<file path="config.mk">
export PLATFORM = sky130hd
export DESIGN_NAME = serial_adder_ctrl
export DESIGN_NICKNAME = d
export VERILOG_FILES = /design/src/rtl/serial_adder_ctrl.sv
export SDC_FILE = /design/constraint.sdc
export NUM_CORES = 1
export LEC_CHECK = 0
export CAP_MARGIN = 20
export CORE_ASPECT_RATIO = 1.75
export CORE_UTILIZATION = 55
export DETAILED_ROUTE_END_ITERATION = 8
export HOLD_SLACK_MARGIN = 0.15
export PLACE_DENSITY = 0.83
export SYNTH_ARGS = -nofsm -noshare
export SYNTH_HDL_FRONTEND = slang
export SYNTH_SLANG_ARGS = --single-unit
</file>
<file path="constraint.sdc">
create_clock -name clk -period 3.2 [get_ports clk]
set_input_delay 0.64 -clock clk [delete_from_list [all_inputs] [get_ports clk]]
set_output_delay 0.64 -clock clk [all_outputs]
set_load 0.005 [all_outputs]
</file>
<file path="src/rtl/serial_adder_ctrl.sv">
// Bit-serial adder controller: one full-add slice (two half-adder cells and an OR)
// is sequenced LSB-first by an IDLE/ADD/DONE FSM with a start/busy/done handshake.
module serial_adder_ctrl #(
    parameter int WIDTH = 8
) (
    input  logic             clk,
    input  logic             rst_n,
    input  logic             start,
    input  logic [WIDTH-1:0] a,
    input  logic [WIDTH-1:0] b,
    output logic             busy,
    output logic             done,
    output logic [WIDTH-1:0] sum,
    output logic             cout
);

    localparam int CNT_W = $clog2(WIDTH);

    typedef enum logic [1:0] {IDLE, ADD, DONE} state_t;

    state_t           state_reg;
    logic [WIDTH-1:0] a_reg;
    logic [WIDTH-1:0] b_reg;
    logic [WIDTH-2:0] shift_reg;
    logic             carry_reg;
    logic [CNT_W-1:0] cnt_reg;

    logic             a_bit, b_bit;
    logic             ha0_s, ha0_c, ha1_s, ha1_c;
    logic             sum_bit, carry_next;
    logic             last_bit;
    logic [WIDTH-1:0] shift_next;

    assign a_bit = a_reg[cnt_reg];
    assign b_bit = b_reg[cnt_reg];

    // Full add built from two half-adder cells plus an OR on their carries.
    assign ha0_s      = a_bit ^ b_bit;
    assign ha0_c      = a_bit & b_bit;
    assign ha1_s      = ha0_s ^ carry_reg;
    assign ha1_c      = ha0_s & carry_reg;
    assign sum_bit    = ha1_s;
    assign carry_next = ha0_c | ha1_c;

    assign last_bit   = (cnt_reg == CNT_W'(WIDTH - 1));
    // Only WIDTH-1 partial bits are stored; the newest bit completes the word.
    assign shift_next = {sum_bit, shift_reg};

    always_ff @(posedge clk or negedge rst_n) begin
        if (!rst_n) begin
            state_reg <= IDLE;
            a_reg     <= '0;
            b_reg     <= '0;
            shift_reg <= '0;
            carry_reg <= 1'b0;
            cnt_reg   <= '0;
            busy      <= 1'b0;
            done      <= 1'b0;
            sum       <= '0;
            cout      <= 1'b0;
        end else begin
            case (state_reg)
                IDLE, DONE: begin
                    done <= 1'b0;
                    if (start) begin
                        a_reg     <= a;
                        b_reg     <= b;
                        carry_reg <= 1'b0;
                        cnt_reg   <= '0;
                        busy      <= 1'b1;
                        state_reg <= ADD;
                    end else begin
                        state_reg <= IDLE;
                    end
                end
                ADD: begin
                    shift_reg <= shift_next[WIDTH-1:1];
                    carry_reg <= carry_next;
                    cnt_reg   <= cnt_reg + CNT_W'(1);
                    if (last_bit) begin
                        sum       <= shift_next;
                        cout      <= carry_next;
                        done      <= 1'b1;
                        busy      <= 1'b0;
                        state_reg <= DONE;
                    end
                end
                default: begin
                    busy      <= 1'b0;
                    done      <= 1'b0;
                    state_reg <= IDLE;
                end
            endcase
        end
    end

endmodule

</file>
Yosys cells after proc, flatten, opt, wreduce, memory -nomap -nowiden

Cells that the tools add are included.

Reduce and logical (&&, ||, !) cells: 7
$lt $le $gt $ge: 1
Bitwise gates (word level): 5
Mux-type cells: 16
Add/sub/neg operators: 1
Eq/ne operators: 5

Operator list:

| operator            | count |
|---|---|
| $mux 1              | 8 |
| $reduce_and 2->1    | 4 |
| $bmux 1 s3          | 2 |
| $pmux 3 s2          | 1 |
| $lt 3x4->1 const B  | 1 |
| $ne 2x2->1 const B  | 2 |
| $pmux 1 s2          | 2 |
| $pmux 2 s2          | 1 |
| $add 3x1->3 const B | 1 |
| $eq 3x3->1 const B  | 1 |
| $mux 3              | 1 |
| $and 1x1->1         | 2 |
| $eq 2x1->1 const B  | 1 |
| $eq 2x2->1 const B  | 1 |
| $logic_not 2->1     | 1 |
| $mux 2              | 1 |
| $reduce_bool 2->1   | 1 |
| $reduce_or 2->1     | 1 |
| $xor 1x1->1         | 2 |
| $or 1x1->1          | 1 |

Bits of input ports: 19
Register bits: 40
Output and inout bits: 11
Word-level logic and storage cells: 45

Depth between registers and ports, before layout

Gate-level depths: netlist of run 1.

Word-level depth: 6
Gate-level depth with buffers: 6
Depth with buffers taken out: 5

Worst setup path before layout of run 1

No wires, ideal clock.

Path kind: register to register
Start: reg cnt_reg[0]
End: reg sum[7]
Data required time: 3075 ps
Slack: 1095 ps
Path buffers: 1
Clock period less this slack: 2105 ps
Arrival time: 1981 ps
Library setup time: 125 ps
Cell stages (with the launch flop): 6
Path through: dfrtp_1 -> buf_6 -> mux4_1 -> mux2_2 -> fa_1 -> mux2_2

Cells in the longest elaborated chain, start to end: 4
Elaborated cells on any way between the ends: 8
Those cells by class: eq/ne (1); mux (4); bitwise (2); reduce/logical (1)

RTL lines:

| what                                 | line   | RTL |
|---|---|---|
| start, declared                      | 26     | `logic [CNT_W-1:0] cnt_reg;` |
| start signal, assigned               | 79     | `cnt_reg <= cnt_reg + CNT_W'(1);` |
| $bmux 1 s3, on equally long branches | 34, 35 |  |
| $mux 1, on equally long branches     | 34, 35 |  |
| $xor 1x1->1 (*)                      | 38     | `assign ha0_s = a_bit ^ b_bit;` |
| $xor 1x1->1 (*)                      | 40     | `assign ha1_s = ha0_s ^ carry_reg;` |
| via ha1_s                            | 29     | `logic ha0_s, ha0_c, ha1_s, ha1_c;` |
| end signal, assigned                 | 81     | `sum <= shift_next;` |
| end, declared                        | 13     | `output logic [WIDTH-1:0] sum,` |

Mark *: on every way through the listed nets, which the timed path passes. The rest lies on a longest branch. The select of a mux whose other input is x is not followed.
A chain may end at the register's enable or synchronous reset.

Final worst setup path of run 1

Ends and elaborated chain as after synthesis.

==> impl_metrics.toml, run 1 <==
[floorplan]
start_util_pct = 57.4
dieArea_um2 = 3250
die_w_um = 43.6
die_height_um = 74.7
rows = 26
ios = 30
core_um2 = 2900

[critical_path]
worstPathCellList = "mux4_1 -> mux2_2 -> fa_1 -> mux2_2"
r2r_cells = 4
slowest_stage = "mux4_1"
cp.required_ps = 3380
start_kind = "flip-flop"
cp_max_fo = 6
worst_path_most_repeated_cell = "mux2_2"
endpoint_kind = "flip-flop"
worstSetupPathType = "reg -> reg"
crit_arrival_ps = 2370
cpPeakStageDelay_ps = 570

[logic_synthesis]
synthTopCellsByArea = "dfrtp_1 (60%), mux2_2 (19%), mux4_1 (6.3%)"
synth.avg_cell_area_um2 = 14.4
synth_top_area_share_pct = 60.2
ys_ff_latch = 40
synth_top_area_cell = "dfrtp_1"
yosys_warnings = 0
syn_area_um2 = 1660
syn_nets = 137
synthCells = 115
synth_cell_types = 19
yosysSeqAreaShare_pct = 60.2

[cts]
cts_resized = 0
cts.sinks = 40
cts.path.max_buffers = 2
cts_tree = "done"
cts_root_buffer = "clkbuf_8"
h-tree-depth = 2
clk_pin_slew_ps = 70
clk_latency_ps = 290
post_cts_buffers = 0
cts_hold_buf = 0
cts_made_buffers = 5

[layout]
drive_gt1_share_pct = 26.4
layout.nets = 169
area_growth_pct = 23.6
fill_cells = 221
diodes = 0

[detailed_routing]
firstDrtPassIters = 6
dr_total_vias = 991
ant_nets = 0
first_iter_violations = 17
wirelength_um = 2780
drcViolationCount = 2
vias_per_cell = 5.63
wl_per_cell_um = 15.8

[power_and_ir_drop]
powerDensity_nw_per_um2 = 999
p_leak_nw = 0.937
peakVddDrop_mv = 0.633

[placement]
gp_congestion = 0.733
dp_hpwl_um = 2050
numPortBuffers = 29

[run]
maxCapViolations = 0

[grt]
track_usage_pct = 20.5
grt_pass1_vias = 1037
overflow = 0
grt_pass1_wl_um = 4670
grt_max_degree = 41
antenna_found_initial = 0

[timing]
hold_ws_ps = 446
fin_worst_skew_ps = 6.47
relSlewSlack_pct = 43.9
final_hold_viol_count = 0
max_freq_mhz = 457
worst_slew_pin_slew_ps = 841
tns_ps = 0
finalSetupViolCount = 0
slew_viol_final = 0
rsz0062_at_grt = "false"
layout_worst_path_cycle_share_pct = 68.4
fin_crit_ps = 2190

[status]
status = "finished, violations left"
violations = "design-rule violations"

[worst_hold_path]
min_path_type = "in -> async"
cell usage in the layout, fill, tap and decap left out:
master / instances
mux4_1: 4
nand2_2: 1
ha_1: 2
clkinv_2: 2
buf_4: 1
a22o_1: 3
buf_2: 1
nand2_1: 21
inv_1: 1
o21ai_0: 1
and2b_1: 1
fa_1: 1
nor2b_1: 1
clkbuf_8: 6
nor2_1: 3
nand2b_1: 1
o21bai_1: 1
a21o_1: 1
dfrtp_1: 40
mux2_2: 28
clkdlybuf4s50_1: 28
worst max-delay path: cells and delay by family, from the launching register on:
kind                       cells  cell delay [ps]
adders and majority gates      1              470
muxes                          3             1130
DFF                            1              490
metrics by stage:
step | setup WS, ps | utilization (%) | std cells | instance area [um^2] | total power, mW
after detailed placement | 1000 | 67.7 | 168 | 1960 | 1.74
after floorplan | 1090 | - | 115 | 1660 | 1.45
after CTS | 999 | 70.9 | 176 | 2050 | 2.08
after global routing | 934 | 70.9 | 176 | 2050 | 2.20
final | 1010 | 70.9 | 176 | 2050 | 2.05
after global placement | 1030 | 67.7 | 168 | 1960 | 1.67
cells in the mapped netlist:
library cell and number:
and2b_1 1, nand2_1 21, o21ai_0 1, o21bai_1 1
mux2_2 28, ha_1 2, nand2b_1 1, nor2_1 3
nor2b_1 1, buf_6 1, inv_1 1, dfrtp_1 40
a21o_1 1, clkbuf_1 2, fa_1 1, nand2_2 1
mux4_1 4, buf_2 2, a22o_1 3
routing by layer:
layer / routed length, um / part of all wire, % / vias up / GRT usage [%]
met5: 0 / 0 / - / 0
met4: 97 / 3.5 / 0 / 11.8
met3: 107 / 3.9 / 9 / 6.71
met2: 1590 / 57 / 26 / 36.2
met1: 984 / 35 / 494 / 20.7
li1: - / - / 462 / -
cells by family after synthesis:
kind of cell / Yosys count / share of synthesized area, %
DFF: 40 / 60.2
muxes: 32 / 25.3
and+or+nand+nor: 28 / 7.00
AOI/OAI and AO/OA: 6 / 2.79
buffers and inverters: 6 / 1.96
adders and majority gates: 3 / 2.71
report_power, final:
part	internal (mW)	switching [mW]
combinational	0.496	0.293
sequential	0.755	0.167
clock	0.172	0.168
total	1.42	0.628
final timing paths:
kind,startpoint,to,slack [ps]
max,cnt_reg[0]$_DFFE_PN0P_,sum[7]$_DFFE_PN0P_,1010
min,rst_n,shift_reg[0]$_DFFE_PN0N_,450
max reg2reg,cnt_reg[0]$_DFFE_PN0P_,sum[7]$_DFFE_PN0P_,1010
min reg2reg,busy$_DFFE_PN0P_,busy$_DFFE_PN0P_,490
max in group asynchronous,rst_n,b_reg[1]$_DFFE_PN0P_,2220
min in group clk,busy$_DFFE_PN0P_,busy$_DFFE_PN0P_,490
final cells by class:
type | count | area [um^2] | area share, %
well taps | 28 | 35.0 | 1.71
clock inverters | 2 | 10.0 | 0.488
multi-input cells | 69 | 628 | 30.6
flip-flops and latches | 40 | 1000 | 48.8
inverters | 1 | 3.75 | 0.183
clock buffers | 6 | 82.6 | 4.02
repair buffers | 30 | 293 | 14.3
Note: power is estimated with default switching activity, not from simulation.
==> inputs of run 2 (changes only) <==
--- a/config.mk
+++ b/config.mk
@@ -7,10 +7,10 @@
 export LEC_CHECK = 0
 export CAP_MARGIN = 20
 export CORE_ASPECT_RATIO = 1.75
-export CORE_UTILIZATION = 55
+export CORE_UTILIZATION = 46
 export DETAILED_ROUTE_END_ITERATION = 8
 export HOLD_SLACK_MARGIN = 0.15
-export PLACE_DENSITY = 0.83
+export PLACE_DENSITY = 0.74
 export SYNTH_ARGS = -nofsm -noshare
 export SYNTH_HDL_FRONTEND = slang
 export SYNTH_SLANG_ARGS = --single-unit
==> constraint.sdc (replaced) <==
create_clock -name clk -period 1.86 [get_ports clk]
set_input_delay 0.372 -clock clk [delete_from_list [all_inputs] [get_ports clk]]
set_output_delay 0.372 -clock clk [all_outputs]
set_load 0.005 [all_outputs]
==> run 2 against run 1 <==
Compared with the run above:
- the run ends with negative setup slack left
- register-to-register slack worse by 1200 ps
- routed wire length grew 1.1%
- clock skew is 2.8 ps higher
- worst setup slack worse by 1200 ps
- hold slack better by 32 ps
- combinational power up 89%
- power grew 84%
- utilization shrank 7.6 points
- largest power group unchanged
- highest routed layer unchanged
==> impl_metrics.toml, run 2 (same netlist as run 1, synthesis figures left out) <==
[status]
status = "finished, violations left"
violations = "negative setup slack"

[cts]
post_cts_buffers = 0
cts_tree = "done"
clk_latency_ps = 300
cts.sinks = 40
cts_root_buffer = "clkbuf_8"
h-tree-depth = 2
cts.path.max_buffers = 2
cts_made_buffers = 5
clk_pin_slew_ps = 80

[power_and_ir_drop]
total_power_mw = 3.78
p_leak_nw = 0.961
peakVddDrop_mv = 0.880
powerDensity_nw_per_um2 = 1760

[timing]
final_hold_viol_count = 0
rsz0062_at_grt = "true"
slew_viol_final = 0
layout_worst_path_cycle_share_pct = 111
max_freq_mhz = 486
relSlewSlack_pct = 68.8
finalSetupViolCount = 4
worst_slew_pin_slew_ps = 468
fin_crit_ps = 2060
fin_worst_skew_ps = 9.26
worst_slack_ps = -196

[layout]
layout.nets = 173
utilization_pct = 63.3
area_growth_pct = 29.4
diodes = 0
final_cell_mix = "dfrtp_1 (39), clkdlybuf4s50_1 (28), mux2_2 (25)"
fill_cells = 279
mostFrequentLayoutCell = "dfrtp_1"
drive_gt1_share_pct = 31.6

[critical_path]
cpPeakStageDelay_ps = 510
worstSetupPathType = "reg -> reg"
worstPathCellList = "mux4_2 -> mux2_4 -> fa_2 -> mux2_2"
cp_max_fo = 5
r2r_cells = 4
crit_arrival_ps = 2240
r2r_end = "sum[7]$_DFFE_PN0P_"
start_kind = "flip-flop"
endpoint_kind = "flip-flop"
reg2reg_from = "cnt_reg[0]$_DFFE_PN0P_"
crit_buf_inv = 0
path_delay_family = "multiplexers"
slowest_stage = "mux4_2"
r2r_slack_ps = -200
cp.required_ps = 2050

[floorplan]
dieArea_um2 = 3870
start_util_pct = 48.9
die_w_um = 47.4
die_height_um = 81.5
ios = 30
rows = 28
core_um2 = 3400

[worst_hold_path]
min_path_type = "reg -> reg"
hold_depth = 2
min-delay-start = "shift_reg[0]$_DFFE_PN0N_"
holdPathEnd = "shift_reg[0]$_DFFE_PN0N_"

[grt]
grt_max_degree = 22
grt_pass1_wl_um = 4950
antenna_found_initial = 0
overflow = 0
track_usage_pct = 18.6
grt_pass1_vias = 1124

[placement]
gp_congestion = 0.785
numPortBuffers = 29
pre_cts_slack_ps = -274
dp_hpwl_um = 2130

[detailed_routing]
vias_per_cell = 5.18
wirelength_um = 2810
drcViolationCount = 0
first_iter_violations = 29
dr_total_vias = 1021
wl_per_cell_um = 14.3
firstDrtPassIters = 4
ant_nets = 0

[run]
maxCapViolations = 0
==> run 2: cell types whose count changed in the layout (fill, tap and decap cells not counted), sizes merged <==
cell	previous run	this run
buf	2	5
bufinv	0	1
clkbuf	6	5
clkinv	2	1
clkinvlp	0	1
dlygate4sd3	0	1
==> run 2: what timing repair did <==
action / 4_1_cts / 5_1_grt
hold buffers: 1 / 0
endpoints found under the hold margin: 19 / 0
setup endpoints to repair: 4 / 4
resized for setup: 2 / 0
==> run 2: metal layers <==
metal / vias up / wire, um / global-route usage [%]
li1: 469 / - / -
met2: 32 / 1560 / 30.3
met4: 0 / 87 / 11.4
met3: 8 / 124 / 5.27
met1: 512 / 1040 / 20.4
met5: - / 0 / 0
==> run 2: report_power, final <==
part	internal, mW	leakage, nW	total [mW]	switching, mW
Sequential	1.30	0.484	1.59	0.288
Clock	0.397	0.0541	0.698	0.301
Combinational	0.963	0.424	1.49	0.527
Total	2.66	0.961	3.78	1.12
==> run 2: worst max-delay path by stage <==
stage / from / slack (ps) / to / cells past startpoint
2_1_floorplan: cnt_reg[0]$_DFFE_PN0P_ / -190 / sum[7]$_DFFE_PN0P_ / 5
3_3_place_gp: cnt_reg[0]$_DFFE_PN0P_ / -240 / sum[7]$_DFFE_PN0P_ / 4
3_5_place_dp: cnt_reg[0]$_DFFE_PN0P_ / -270 / sum[7]$_DFFE_PN0P_ / 4
4_1_cts: cnt_reg[0]$_DFFE_PN0P_ / -210 / sum[7]$_DFFE_PN0P_ / 4
5_1_grt: cnt_reg[0]$_DFFE_PN0P_ / -260 / sum[7]$_DFFE_PN0P_ / 4
6_report: cnt_reg[0]$_DFFE_PN0P_ / -200 / sum[7]$_DFFE_PN0P_ / 4
==> run 2: cell type report <==
class                   count  area (um^2)  area share, %
inverters                   1         3.75          0.175
repair buffers             34          350           16.3
multi-input cells          69          627           29.1
clock buffers               5         68.8           3.20
clock inverters             3         42.5           1.98
flip-flops and latches     40         1000           46.6
well taps                  45         56.3           2.62
==> run 2: through the flow <==
| step | cells | cell area [um^2] | TNS (ps) | hold WS (ps) |
|---|---|---|---|---|
| after floorplan | 115 | 1660 | -387 | 76.4 |
| after global placement | 188 | 2020 | -575 | 339 |
| after detailed placement | 188 | 2020 | -774 | 349 |
| after CTS | 197 | 2150 | -537 | 482 |
| after global routing | 197 | 2150 | -706 | 501 |
| final | 197 | 2150 | -463 | 478 |
==> run 2: worst register-to-register path, stage by stage, from the launching register on <==
cell     delay, ps
dfrtp_2        450
mux4_2         510
mux2_4         290
fa_2           450
mux2_2         260
==> inputs of run 3 (changes only) <==
--- a/config.mk
+++ b/config.mk
@@ -5,10 +5,11 @@
 export SDC_FILE = /design/constraint.sdc
 export NUM_CORES = 1
 export LEC_CHECK = 0
-export CAP_MARGIN = 20
+export CAP_MARGIN = 15
 export CORE_ASPECT_RATIO = 1.75
 export CORE_UTILIZATION = 46
 export DETAILED_ROUTE_END_ITERATION = 8
+export GPL_TIMING_DRIVEN = 0
 export HOLD_SLACK_MARGIN = 0.15
 export PLACE_DENSITY = 0.74
 export SYNTH_ARGS = -nofsm -noshare
==> run 3 against run 2 <==
Compared with the run above:
- the run still ends with negative setup slack left
- combinational power about the same
- highest routed layer unchanged
- final area down 2.6%
- register-to-register slack worse by 60 ps
- routed wire length shrank 0.57%
- non-clock buffer count up 1
- clock skew is 5.6 ps lower
- critical path depth up 1
- die area unchanged
- via count decreased by 0.59%
==> impl_metrics.toml, run 3 (same netlist as run 1, synthesis figures left out) <==
[placement]
dp_hpwl_um = 2070
gp_congestion = 0.756
numPortBuffers = 29
pre_cts_slack_ps = -271
placed_area_um2 = 2000

[status]
violations = "negative setup slack"
status = "finished, violations left"

[layout]
utilization_pct = 61.7
area_growth_pct = 26.1
layout.nets = 174
fill_cells = 290
final_cell_mix = "dfrtp_1 (40), clkdlybuf4s50_1 (28), mux2_2 (26)"
mostFrequentLayoutCell = "dfrtp_1"
diodes = 0
drive_gt1_share_pct = 29.4
final_area_um2 = 2100

[run]
maxCapViolations = 0

[cts]
clk_latency_ps = 280
cts.sinks = 40
cts_tree = "done"
cts.path.max_buffers = 2
cts_hold_buf = 0
cts_root_buffer = "clkbuf_8"
h-tree-depth = 2
cts_made_buffers = 5
clk_pin_slew_ps = 70

[timing]
finalSetupViolCount = 4
worst_slack_ps = -260
fin_crit_ps = 2120
final_hold_viol_count = 0
rsz0062_at_grt = "true"
layout_worst_path_cycle_share_pct = 114
max_freq_mhz = 472
relSlewSlack_pct = 43.7
fin_worst_skew_ps = 3.69
hold_ws_ps = 192
worst_slew_pin_slew_ps = 845
slew_viol_final = 0

[grt]
grt_pass1_wl_um = 4940
overflow = 0
track_usage_pct = 18.6
antenna_found_initial = 0
grt_pass1_vias = 1126
grt_max_degree = 41

[power_and_ir_drop]
p_leak_nw = 0.941
peakVddDrop_mv = 0.943
total_power_mw = 3.64
powerDensity_nw_per_um2 = 1740

[floorplan]
ios = 30
dieArea_um2 = 3870
core_um2 = 3400
die_height_um = 81.5
start_util_pct = 48.9
die_w_um = 47.4
rows = 28

[critical_path]
r2r_slack_ps = -260
timing.critical_path.from = "cnt_reg[0]$_DFFE_PN0P_"
cp.required_ps = 2030
cp_max_fo = 5
slowest_stage = "mux4_2"
start_kind = "flip-flop"
reg2reg_from = "cnt_reg[0]$_DFFE_PN0P_"
cpPeakStageDelay_ps = 490
r2r_end = "sum[7]$_DFFE_PN0P_"
endpoint_kind = "flip-flop"
r2r_cells = 5
worstPathCellList = "buf_6 -> mux4_2 -> mux2_4 -> fa_2 -> mux2_2"
worstSetupPathType = "reg -> reg"
crit_arrival_ps = 2290

[detailed_routing]
wl_per_cell_um = 14.1
dr_total_vias = 1015
drcViolationCount = 0
first_iter_violations = 14
firstDrtPassIters = 4
ant_nets = 0
vias_per_cell = 5.13
wirelength_um = 2790

[worst_hold_path]
min_path_type = "in -> async"
==> run 3: repair_timing <==
action | in CTS | in global routing
setup buffers | 1 | 0
resized for setup | 0 | 0
endpoints found under the setup margin | 4 | 4
pin swaps | 0 | 0
==> run 3: metal layers <==
metal / global-route usage [%] / vias to the layer above / share of wire [%]
met5: 0 / - / 0
met4: 9.14 / 0 / 2.4
met3: 5.49 / 5 / 3.7
met2: 32.6 / 25 / 59
met1: 19.0 / 515 / 35
li1: - / 470 / -
==> run 3: power breakdown <==
| part | total, mW | switching (mW) | internal (mW) |
|---|---|---|---|
| Sequential | 1.56 | 0.263 | 1.30 |
| Combinational | 1.50 | 0.555 | 0.950 |
| Clock | 0.572 | 0.270 | 0.302 |
| Total | 3.64 | 1.09 | 2.55 |
==> run 3: worst max path at each step <==
stage                                end  depth (start not counted)
global placement    b_reg[4]$_DFFE_PN0P_                          1
global route          sum[7]$_DFFE_PN0P_                          5
floorplan             sum[7]$_DFFE_PN0P_                          5
detailed placement    sum[7]$_DFFE_PN0P_                          5
CTS                   sum[7]$_DFFE_PN0P_                          5
finish                sum[7]$_DFFE_PN0P_                          5
==> run 3: layout make-up <==
type                       count  area [um^2]  share of cell area (%)
multi-input combinational     69          623                    29.7
sequential                    40         1000                    47.8
buffer                         5         28.8                    1.37
tap                           45         56.3                    2.69
clock buffer                   8         90.1                    4.30
timing repair buffer          30          293                    14.0
inverter                       1         3.75                   0.179
==> run 3: critical path, delay by kind of cell, from the launching register on <==
kind,cells,cell delay (ps)
DFF,1,370
adders and majority gates,1,440
buffers and inverters,1,140
muxes,3,1040
==> run 3: metrics by stage <==
stage	std cells	setup TNS, ps
floorplan	115	-387
global placement	189	-19580
detailed placement	189	-1620
CTS	198	-795
global route	198	-969
finish	198	-700
